## src/rtl/gpio_mmio_controller.sv

```systemverilog
// Memory-mapped GPIO peripheral: output/direction registers with atomic
// set/clear/toggle, a synchronised input path, and edge-triggered interrupt
// status with write-one-to-clear. Read data is registered (one-cycle latency).
module gpio_mmio_controller #(
  parameter int WIDTH          = 9,
  parameter int SYNC_STAGES    = 2,
  parameter int IRQ_BOTH_EDGES = 0
) (
  input  logic             clk,
  input  logic             reset,
  input  logic             Mem_Read_i,
  input  logic             Mem_Write_i,
  input  logic [31:0]      Addr_i,
  input  logic [31:0]      Write_Data_i,
  output logic [31:0]      Read_Data_o,
  input  logic [WIDTH-1:0] gpio_port_in_i,
  output logic [WIDTH-1:0] gpio_port_out_o,
  output logic [WIDTH-1:0] gpio_oe_o,
  output logic             irq_o
);

  localparam logic [2:0] OFF_DATA_OUT   = 3'd0;
  localparam logic [2:0] OFF_DIR        = 3'd1;
  localparam logic [2:0] OFF_DATA_IN    = 3'd2;
  localparam logic [2:0] OFF_SET        = 3'd3;
  localparam logic [2:0] OFF_CLR        = 3'd4;
  localparam logic [2:0] OFF_TOGGLE     = 3'd5;
  localparam logic [2:0] OFF_IRQ_EN     = 3'd6;
  localparam logic [2:0] OFF_IRQ_STATUS = 3'd7;

  // Arm counter is wide enough for SYNC_STAGES+1 up to 5.
  localparam int               ARM_W   = 3;
  localparam logic [ARM_W-1:0] ARM_MAX = ARM_W'(SYNC_STAGES + 1);

  // Saturating increment used by the post-reset arm counter.
  function automatic logic [ARM_W-1:0] sat_inc(input logic [ARM_W-1:0] v);
    return (v == ARM_MAX) ? v : v + ARM_W'(1);
  endfunction

  // Zero-extend a pin-wide value onto the 32-bit read bus.
  function automatic logic [31:0] zext(input logic [WIDTH-1:0] v);
    logic [31:0] r;
    r            = '0;
    r[WIDTH-1:0] = v;
    return r;
  endfunction

  logic [2:0]       offset;
  logic [WIDTH-1:0] wd;
  logic             unused_bits;

  logic [WIDTH-1:0] data_out;
  logic [WIDTH-1:0] dir;
  logic [WIDTH-1:0] irq_en;
  logic [WIDTH-1:0] irq_status;

  logic [WIDTH-1:0] sync_chain [SYNC_STAGES];
  logic [WIDTH-1:0] sync_q;
  logic [WIDTH-1:0] prev_q;
  logic [WIDTH-1:0] edge_term;
  logic [WIDTH-1:0] edge_q;
  logic [ARM_W-1:0] arm_cnt;
  logic             armed;

  logic [WIDTH-1:0] w1c_mask;
  logic [31:0]      rd_mux;

  // Only Addr_i[4:2] and Write_Data_i[WIDTH-1:0] carry meaning.
  assign offset      = Addr_i[4:2];
  assign wd          = Write_Data_i[WIDTH-1:0];
  assign unused_bits = ^{Addr_i[31:5], Addr_i[1:0], Write_Data_i};

  assign sync_q = sync_chain[SYNC_STAGES-1];
  assign armed  = (arm_cnt == ARM_MAX);

  // Input synchroniser: pins shift through SYNC_STAGES flops.
  always_ff @(posedge clk or negedge reset) begin
    if (!reset) begin
      for (int i = 0; i < SYNC_STAGES; i++) sync_chain[i] <= '0;
    end else begin
      sync_chain[0] <= gpio_port_in_i;
      for (int i = 1; i < SYNC_STAGES; i++) sync_chain[i] <= sync_chain[i-1];
    end
  end

  // Previous synchronised sample and arm counter.
  always_ff @(posedge clk or negedge reset) begin
    if (!reset) begin
      prev_q  <= '0;
      arm_cnt <= '0;
    end else begin
      prev_q  <= sync_q;
      arm_cnt <= sat_inc(arm_cnt);
    end
  end

  // Edge term: rising edges only, or any change, chosen at elaboration.
  always_comb begin
    if (IRQ_BOTH_EDGES != 0) edge_term = sync_q ^ prev_q;
    else                     edge_term = sync_q & ~prev_q;
  end

  // Registered detection, masked until the synchroniser has flushed its
  // reset contents so pins held high through reset raise no false edge.
  always_ff @(posedge clk or negedge reset) begin
    if (!reset) edge_q <= '0;
    else        edge_q <= armed ? edge_term : '0;
  end

  // Output, direction and interrupt-enable registers.
  always_ff @(posedge clk or negedge reset) begin
    if (!reset) begin
      data_out <= '0;
      dir      <= '0;
      irq_en   <= '0;
    end else if (Mem_Write_i) begin
      case (offset)
        OFF_DATA_OUT: data_out <= wd;
        OFF_SET:      data_out <= data_out | wd;
        OFF_CLR:      data_out <= data_out & ~wd;
        OFF_TOGGLE:   data_out <= data_out ^ wd;
        OFF_DIR:      dir      <= wd;
        OFF_IRQ_EN:   irq_en   <= wd;
        default:      ;
      endcase
    end
  end

  // Write-one-to-clear mask for the status register.
  always_comb begin
    w1c_mask = '0;
    if (Mem_Write_i && offset == OFF_IRQ_STATUS) w1c_mask = wd;
  end

  // Status bits: a fresh edge wins over a simultaneous W1C of the same bit.
  always_ff @(posedge clk or negedge reset) begin
    if (!reset) irq_status <= '0;
    else        irq_status <= (irq_status & ~w1c_mask) | edge_q;
  end

  // Read mux over pre-write register values; write-only offsets read 0.
  always_comb begin
    rd_mux = '0;
    case (offset)
      OFF_DATA_OUT:   rd_mux = zext(data_out);
      OFF_DIR:        rd_mux = zext(dir);
      OFF_DATA_IN:    rd_mux = zext(sync_q);
      OFF_IRQ_EN:     rd_mux = zext(irq_en);
      OFF_IRQ_STATUS: rd_mux = zext(irq_status);
      default:        rd_mux = '0;
    endcase
  end

  // Registered read data, held while no read is strobed.
  always_ff @(posedge clk or negedge reset) begin
    if (!reset)          Read_Data_o <= '0;
    else if (Mem_Read_i) Read_Data_o <= rd_mux;
  end

  assign gpio_port_out_o = data_out;
  assign gpio_oe_o       = dir;
  assign irq_o           = |(irq_status & irq_en);

endmodule

```

## config.mk

```make
export PLATFORM = sky130hd
export DESIGN_NAME = gpio_mmio_controller
export DESIGN_NICKNAME = d
export VERILOG_FILES = /design/src/rtl/gpio_mmio_controller.sv
export SDC_FILE = /design/constraint.sdc
export NUM_CORES = 1
export LEC_CHECK = 0
export ABC_AREA = 1
export BUFFER_PORTS_ARGS = -buffer_cell sky130_fd_sc_hd__buf_4
export CAP_MARGIN = 20
export CORE_MARGIN = 8
export CORE_UTILIZATION = 35
export CTS_CLUSTER_DIAMETER = 120
export DETAILED_ROUTE_END_ITERATION = 12
export RECOVER_POWER = 50
export SETUP_SLACK_MARGIN = 0.2
export SYNTH_ARGS = -nofsm -noshare
export SYNTH_HDL_FRONTEND = slang
export SYNTH_SLANG_ARGS = --single-unit
```

## constraint.sdc

```tcl
create_clock -name clk -period 2.3 [get_ports clk]
set_clock_uncertainty 0.15 [all_clocks]
set_input_delay 0.23 -clock clk [delete_from_list [all_inputs] [get_ports clk]]
set_output_delay 0.23 -clock clk [all_outputs]
set_load 0.01 [all_outputs]
```

==> After elaboration in Yosys (flattened, before gate mapping) <==
Cells that the tools add are included.
{ "totals": {"output_inout_bits": 51, "in_bits": 77, "ff_bits": 107, "wordCells": 40} }
{ "classes": {"muxes": 4, "add_sub_neg": 1, "eq_ne": 8, "bitwise": 10, "reduce_logical": 7} }
{ "op_table": {"columns": ["op", "count"], "rows": [
  ["$pmux W9 S5", 1],
  ["$and A9 B9 Y9", 4],
  ["$pmux W9 S4", 1],
  ["$not A9 Y9", 3],
  ["$mux W9", 2],
  ["$or A9 B9 Y9", 2],
  ["$eq A3 B3 Y1 const B", 4],
  ["$eq A3 B2 Y1 const B", 3],
  ["$reduce_or A9 Y1", 1],
  ["$xor A9 B9 Y9", 1],
  ["$reduce_and A2 Y1", 3],
  ["$reduce_bool A4 Y1", 1],
  ["$add A3 B1 Y3 const B", 1],
  ["$eq A3 B1 Y1 const B", 1],
  ["$logic_not A3 Y1", 1],
  ["$logic_and A1 B1 Y1", 1]
]} }

==> Logic depth before layout (Yosys ltp) <==
Gate-level depths: netlist (run 1).
{ "depth": {"word_depth": 6, "mapped_depth": 9} }

==> Worst setup path before layout (run 1) <==
Ideal clock, no wire load.
{ "synth_path": {"kind": "reg2reg", "startpoint": "reg arm_cnt[0]", "endpoint": "reg edge_q[0]", "stages_incl_launch_ff": 6, "setup_time_ns": 0.115, "arrival_ns": 1.091, "n_path_buf": 1, "required_time_ns": 2.035, "slack_ns": 0.944, "path_cell_list": "dfrtp_1 > ha_1 > ha_1 > clkbuf_1 > nand2_1 > nor2_1"} }
{ "synth_via": {"elab_chain_cells": 2} }
{ "synth_rtl": {"columns": ["element", "line", "source"], "rows": [
  ["start, declared", "62", "logic [ARM_W-1:0] arm_cnt;"],
  ["start signal, assigned", "93", "arm_cnt <= sat_inc(arm_cnt);"],
  ["$eq A3 B2 Y1", "74", "assign armed = (arm_cnt == ARM_MAX);"],
  ["$mux W9", "107", "else edge_q <= armed ? edge_term : '0;"],
  ["end signal, assigned", "107", null],
  ["end, declared", "61", "logic [WIDTH-1:0] edge_q;"]
]} }
Every way passes these cells.
A chain may end at the register's enable or synchronous reset.

==> Worst setup path in the final report (run 1) <==
{ "layout_path": {"startpoint": "in Addr_i[4]", "endpoint": "reg irq_status[5]"} }
{ "layout_via": {"elab_chain_cells": 6} }
{ "layout_rtl": {"columns": ["element", "line", "source"], "rows": [
  ["start, declared", "13", "input logic [31:0] Addr_i,"],
  ["$eq A3 B3 Y1", "132", "if (Mem_Write_i && offset == OFF_IRQ_STATUS) w1c_mask = wd;"],
  ["$logic_and A1 B1 Y1", "132", null],
  ["$mux W9", "132", null],
  ["$not A9 Y9", "138", "else irq_status <= (irq_status & ~w1c_mask) | edge_q;"],
  ["$and A9 B9 Y9", "138", null],
  ["$or A9 B9 Y9", "138", null],
  ["end signal, assigned", "138", null],
  ["end, declared", "55", "logic [WIDTH-1:0] irq_status;"]
]} }
Every way passes these cells.

==> summary.md, run 1 <==
| Metric | Value |
|---|---|
| Status | completed |
| Synthesis-to-finish area growth | 17.9% |
| Top-area cell type share of the netlist area | 51.0% |
| Fraction of layout cells with a size suffix above 1 | 13.2% |
| Gr ovfl total | 0 |
| GRT Total Usage | 13.0% |
| Crit path largest cell delay | 540 ps |
| CP endpoint kind | flop |
| CTS tree | yes |
| Port Buffer Count | 52 |
| Initial Utilization | 35.9% |
| Synth warnings | 0 |
| Async set-reset flop share out of synthesis | 100% |
| Avg Inst Size Synth | 8.84 sq um |
| Setup TNS | 0 ps |
| Logic gate share of total power | 16.6% |
| Post-CTS sizing | 0 |
| Drt first pass iters | 5 |
| Number of global-route vias before repair | 3,235 |
| Chip Height | 124 um |
| Buffers inserted during post-CTS setup optimization | 0 |
| Layout net count | 622 |
| Post-Syn Area | 4120 sq um |
| Final hold vios | 0 |
| Synth Area in Simple Gates | 26.5% |
| Worst hold path class | in2reg |
| Root Buffer | clkbuf_16 |
| PwrDens | 791 nW/um^2 |
| Slew margin rel. | 32.5% |
| Mux share of post-synthesis cell area | 0.273% |
| I/O pin count | 128 |
| CP most frequent cell | nand2_1 |
| Initial DRC count | 123 |
| Hold slack | 38.9 ps |
| Antenna diodes | 0 |
| Req. time, crit path | 2370 ps |
| Multi-input gate area | 1630 sq um |
| Total CTS buffers | 9 |
| Initial antenna violation count | 0 |
| Count leader, synth | nand2_1 |
| Die ar. | 15,500 sq um |
| DPL Wire Length | 7230 um |
| Die W | 124 um |
| Via density | 4.79 |
| RSZ-0062 raised after global routing | no |
| Largest family of logic cells by synthesized area | simple AND/OR/NAND/NOR gates |
| Seq/Total Area, Yosys | 51.0% |
| Synth Register Bits | 84 |
| Max Freq | 548 MHz |
| CTS sink count | 84 |
| XOR/XNOR Fraction of Synth Area | 0.213% |
| Post-synthesis compound-gate area fraction | 4.80% |
| Crit path max fanout | 29 |
| Max cap viols | 0 |
| Sequential share of power | 46.1% |
| Commonest cells in the netlist | 116 x nand2_1, 84 x dfrtp_1, 50 x nand3_1, 43 x inv_1, 31 x nor2_1 |
| CTS H-Tree Depth | 3 |
| CP Launch Type | input port |
| Routed WL | 9750 um |
| Clock buffer depth | 2 |
| Final setup viols | 0 |
| WL/cell | 14.5 um |
| DP Worst Slack | 519 ps |
| DRC Markers | 0 |
| Slew Viols, Final | 0 |
| Critical path arrival | 1890 ps |
| Switching Share | 28.2% |
| Adder-cell share of the synthesized area | 6.08% |
| Slew @ Worst Pin | 1010 ps |
| Core ar. | 11,500 sq um |
| P_int | 2.76 mW |
| Post-Syn Instances | 466 |
| Final ANT Viol Nets | 0 |
| Fin crit period | 1830 ps |
| Largest net degree at the start of global routing | 46 |
| Top cells by area, synth | dfrtp_1 51%, nand2_1 11%, ha_1 6.1% |
| Filler Cell Count | 1,136 |
| First-pass GRT wire length | 16,400 um |
| Clock power share | 37.3% |
| Dpl cell area | 4530 sq um |
| Crit share post-route | 79.4% |
| Vias | 3,225 |
| Register Area | 2100 sq um |
| Clock Latency Late Sink | 330 ps |
| Crit Path Class | in2reg |
| Post-Layout Inst Area | 4860 sq um |
| Post-synth EDFFs | 0 |
| Static Leakage | 2.50 nW |
| Top FF cell, synth | dfrtp_1 |
| Maximum VDD drop | 0.494 mV |
| Row cnt | 39 |
| Slowest CP cell | clkbuf_2 |
| Net Switching | 1.08 mW |
| Worst path cell trace | clkbuf_2 > nand3_1 > clkinv_1 > nand2_1 > o21ai_0 > nand2_1 |
| Synth area leader | dfrtp_1 |
| Setup ws final | 475 ps |
| Hold Buf Count CTS | 10 |
| Distinct cells, synth | 28 |
| RD Place Congestion | 0.840 |
| Clk slew on worst S/H paths | 60 ps |
-- cell type report --
cell class | count | area share (%)
multi-input cells | 317 | 33.5
clock inverters | 5 | 1.26
well taps | 143 | 3.68
flip-flops and latches | 84 | 43.3
clock buffers | 11 | 5.00
inverters | 50 | 3.92
repair buffers | 63 | 9.33
-- state kept, by name, summed over array words and instances, names as in the netlist --
name / cells
Read_Data_o: 9
edge_q: 9
gpio_oe_o: 9
gpio_port_out_o: 9
irq_en: 9
irq_status: 9
prev_q: 9
sync_chain: 9
sync_q: 9
arm_cnt: 3
-- metrics by stage --
| stage | utilization [%] | instances | total power, mW |
|---|---|---|---|
| 5_1_grt | 42.3 | 673 | 4.05 |
| 4_1_cts | 43.0 | 673 | 3.93 |
| 3_3_place_gp | 39.5 | 647 | 2.44 |
| 6_report | 42.3 | 673 | 3.84 |
| 3_5_place_dp | 39.5 | 647 | 2.46 |
| 2_1_floorplan | - | 488 | 2.17 |
-- critical path: cells and delay by family --
| family | cells | cell delay [ps] |
|---|---|---|
| simple gates | 3 | 700 |
| buf+inv | 2 | 680 |
| compound gates | 1 | 270 |
-- cell usage in the layout, fill, tap and decap left out, types with 5 or more instances in the layout --
cell type	count
buf_4	27
clkbuf_4	9
nand4_1	24
o21bai_1	5
nand2_1	118
conb_1	23
clkbuf_1	15
dlygate4sd3_1	10
a21oi_1	5
o21ai_1	10
dfrtp_1	84
nand3_1	51
inv_1	44
nor2_1	31
ha_1	20
o21ai_0	17
clkbuf_16	9
-- power groups by stage --
stage / combinational, mW / clock, mW / sequential (mW)
after floorplan: 0.367 / 0 / 1.80
after global placement: 0.648 / 0 / 1.79
after detailed placement: 0.668 / 0 / 1.80
after CTS: 0.685 / 1.47 / 1.77
after global routing: 0.730 / 1.52 / 1.80
final: 0.636 / 1.43 / 1.77
-- metal layers --
layer / global-route usage [%] / vias to the layer above / share of wire, %
met5: 0 / - / 0
met1: 15.1 / 1539 / 43
met4: 4.32 / 0 / 1.3
met3: 4.77 / 11 / 5.6
met2: 21.6 / 96 / 50
li1: - / 1579 / -
-- logic make-up (layout without fill, tap and decap cells) --
kind of cell / count (synthesis) / in the layout
simple gates: 235 / 235
buf+inv: 87 / 129
flops: 84 / 84
compound gates: 37 / 37
fa+ha+maj: 20 / 20
other cells: 1 / 23
xor+xnor: 1 / 1
mux: 1 / 1
-- path summary, 6_finish.rpt --
path	slack, ps	cells after the start	end	from
max	470	6	irq_status[5]$_DFF_PN0_	Addr_i[4]
min	40	3	Read_Data_o[1]$_DFFE_PN0P_	Mem_Read_i
max reg2reg	630	3	arm_cnt[1]$_DFFE_PN0N_	arm_cnt[0]$_DFFE_PN0N_
min reg2reg	190	0	sync_q[6]$_DFF_PN0_	sync_chain[15]$_DFF_PN0_
max in group asynchronous	780	3	gpio_oe_o[1]$_DFFE_PN0P_	reset
min in group asynchronous	450	2	arm_cnt[0]$_DFFE_PN0N_	reset
Note: power is estimated with default switching activity, not from simulation.
==> inputs of run 2 (changes only) <==
--- a/config.mk
+++ b/config.mk
@@ -5,7 +5,7 @@
 export SDC_FILE = /design/constraint.sdc
 export NUM_CORES = 1
 export LEC_CHECK = 0
-export ABC_AREA = 1
+export ABC_AREA = 0
 export BUFFER_PORTS_ARGS = -buffer_cell sky130_fd_sc_hd__buf_4
 export CAP_MARGIN = 20
 export CORE_MARGIN = 8
==> constraint.sdc (replaced) <==
create_clock -name clk -period 1.7 [get_ports clk]
set_clock_uncertainty 0.15 [all_clocks]
set_input_delay 0.17 -clock clk [delete_from_list [all_inputs] [get_ports clk]]
set_output_delay 0.17 -clock clk [all_outputs]
set_load 0.01 [all_outputs]
==> run 2 against run 1 <==
Against the previous run:
- the flow now finishes with violations (negative setup slack)
- sequential power increased by 34%
- utilization rose by 2.5 points
- critical path depth decreased by 3
- clock power increased by 38%
- worst setup slack got worse by 610 ps
- critical path type is now reg2out
- largest cell class unchanged
- largest power group unchanged
==> summary.md, run 2 <==
| Metric | Value |
|---|---|
| Async set-reset flop share out of synthesis | 100% |
| Worst-case reg-to-reg path depth | 5 |
| Static Leakage | 2.38 nW |
| Maximum VDD drop | 0.438 mV |
| RD Place Congestion | 0.819 |
| Critical path arrival | 1510 ps |
| Slew Viols, Final | 0 |
| RSZ-0062 raised after global routing | yes |
| Final hold vios | 0 |
| Synth area leader | dfrtp_1 |
| First-pass GRT wire length | 15,600 um |
| CTS tree | yes |
| Clock Latency Late Sink | 340 ps |
| Core ar. | 11,200 sq um |
| CP Launch Type | flop |
| Tot Pwr | 5.37 mW |
| Drt first pass iters | 4 |
| Crit Path Class | reg2out |
| Gr ovfl total | 0 |
| Distinct cells, synth | 37 |
| Initial Utilization | 35.2% |
| Worst hold path class | in2reg |
| Port Buffer Count | 52 |
| Root Buffer | clkbuf_16 |
| Top cells by area, synth | dfrtp_1 53%, ha_1 6.3%, mux2_2 5.7% |
| Layout net count | 557 |
| Violated checks | negative setup slack |
| Avg Inst Size Synth | 10.5 sq um |
| Die W | 122 um |
| Multi-input gate area | 1620 sq um |
| CTS H-Tree Depth | 3 |
| Slew @ Worst Pin | 716 ps |
| DPL Wire Length | 6770 um |
| Top-area cell type share of the netlist area | 53.2% |
| Filler Cell Count | 1,054 |
| Number of global-route vias before repair | 2,954 |
| Slew margin rel. | 52.3% |
| Commonest non-fill, non-tap cell in the layout | dfrtp_1 |
| Synthesis-to-finish area growth | 27.5% |
| Initial DRC count | 171 |
| Count leader, synth | dfrtp_1 |
| Via density | 4.78 |
| WL/cell | 16.2 um |
| Final non-filler cell total | 608 |
| Fraction of layout cells with a size suffix above 1 | 26.5% |
| Vias | 2,907 |
| Req. time, crit path | 1380 ps |
| PwrDens | 1070 nW/um^2 |
| Row cnt | 39 |
| Max Freq | 545 MHz |
| Setup TNS | -134 ps |
| Synth warnings | 0 |
| CTS sink count | 84 |
| Crit path max fanout | 2 |
| Chip Height | 122 um |
| Post-Syn Area | 3950 sq um |
| GRT Total Usage | 13.7% |
| Crit share post-route | 108% |
| Total CTS buffers | 9 |
| Die ar. | 14,900 sq um |
| Routed WL | 9880 um |
| Hold path depth | 2 |
| Commonest cells in the netlist | 84 x dfrtp_1, 54 x nand2_1, 25 x buf_4, 25 x o21ai_0 |
| DRC Markers | 0 |
| Post-Syn Instances | 376 |
| Antenna diodes | 0 |
| Clk slew on worst S/H paths | 60 ps |
| Seq/Total Area, Yosys | 53.2% |
| Initial antenna violation count | 0 |
| Largest net degree at the start of global routing | 33 |
| Most frequent cells in the layout | 84 x dfrtp_1, 58 x buf_4, 54 x nand2_1 |
| Register Area | 2100 sq um |
| DP Worst Slack | 77.1 ps |
| Status | complete, but fails checks |
| Clock buffer depth | 2 |
| Setup ws final | -134 ps |
| Final setup viols | 1 |
| Synth Register Bits | 84 |
| Post-synth EDFFs | 0 |
| I/O pin count | 128 |
| CP endpoint kind | output port |
| Fin crit period | 1830 ps |
| Top FF cell, synth | dfrtp_1 |
| Max cap viols | 0 |
| Final ANT Viol Nets | 0 |
| Placed cells | 568 |
[run 2: area by class of cell]
class | count | area share [%]
timing repair buffer | 93 | 15.1
inverter | 19 | 1.42
sequential | 84 | 41.7
tap | 143 | 3.55
clock inverter | 6 | 1.27
multi-input combinational | 253 | 32.2
clock buffer | 10 | 4.74
[run 2: worst max-delay path, cell delays in order, from the launching register on]
cell and delay, ps:
dfrtp_1 400, a222oi_1 440, nand3_1 160, buf_4 170
[run 2: stage by stage]
stage	utilization [%]	hold WS [ps]	instance area [sq um]
finish	44.9	49.2	5040
global route	44.9	58.4	5040
CTS	44.5	21.2	5000
detailed placement	40.1	-148	4500
global placement	40.1	-148	4500
floorplan	-	-276	4040
[run 2: what timing repair did]
action | 4_1_cts | 5_1_grt
setup endpoints to repair | 1 | 11
pin swaps | 2 | 5
resized for setup | 0 | 14
endpoints found under the hold margin | 111 | 0
buffers inserted | 1 | 4
hold buffers | 19 | 0
[run 2: logic make-up after synthesis]
logic type	count (synthesis)	synth area share, %
flops	84	53.2
compound gates	90	14.9
buf+inv	61	8.42
mux	21	5.95
fa+ha+maj	20	6.33
other cells	1	0.0949
xor+xnor	1	0.222
simple gates	98	10.9
[run 2: power breakdown]
| group | internal [mW] | total, mW | leakage [nW] | switching, mW |
|---|---|---|---|---|
| Clock | 1.17 | 1.97 | 0.144 | 0.795 |
| Combinational | 0.509 | 1.02 | 1.25 | 0.511 |
| Sequential | 2.21 | 2.38 | 0.985 | 0.168 |
[run 2: final timing paths]
kind,slack (ps),endpoint,from
worst min-delay path,50,Read_Data_o[4]$_DFFE_PN0P_,Mem_Read_i
worst max register to register,280,gpio_port_out_o[7]$_DFFE_PN0P_,gpio_port_out_o[7]$_DFFE_PN0P_
min in group asynchronous,120,sync_chain[17]$_DFF_PN0_,reset
worst max-delay path,-130,irq_o,irq_status[7]$_DFF_PN0_
worst min register to register,200,sync_q[0]$_DFF_PN0_,sync_chain[9]$_DFF_PN0_
max in group asynchronous,230,edge_q[2]$_DFF_PN0_,reset
[run 2: layer usage]
metal	global-route usage (%)	wire, um	vias to the layer above
met1	17.5	4400	1397
li1	-	-	1402
met2	21.9	4610	94
met5	0	0	-
met4	6.02	218	0
met3	3.04	648	14
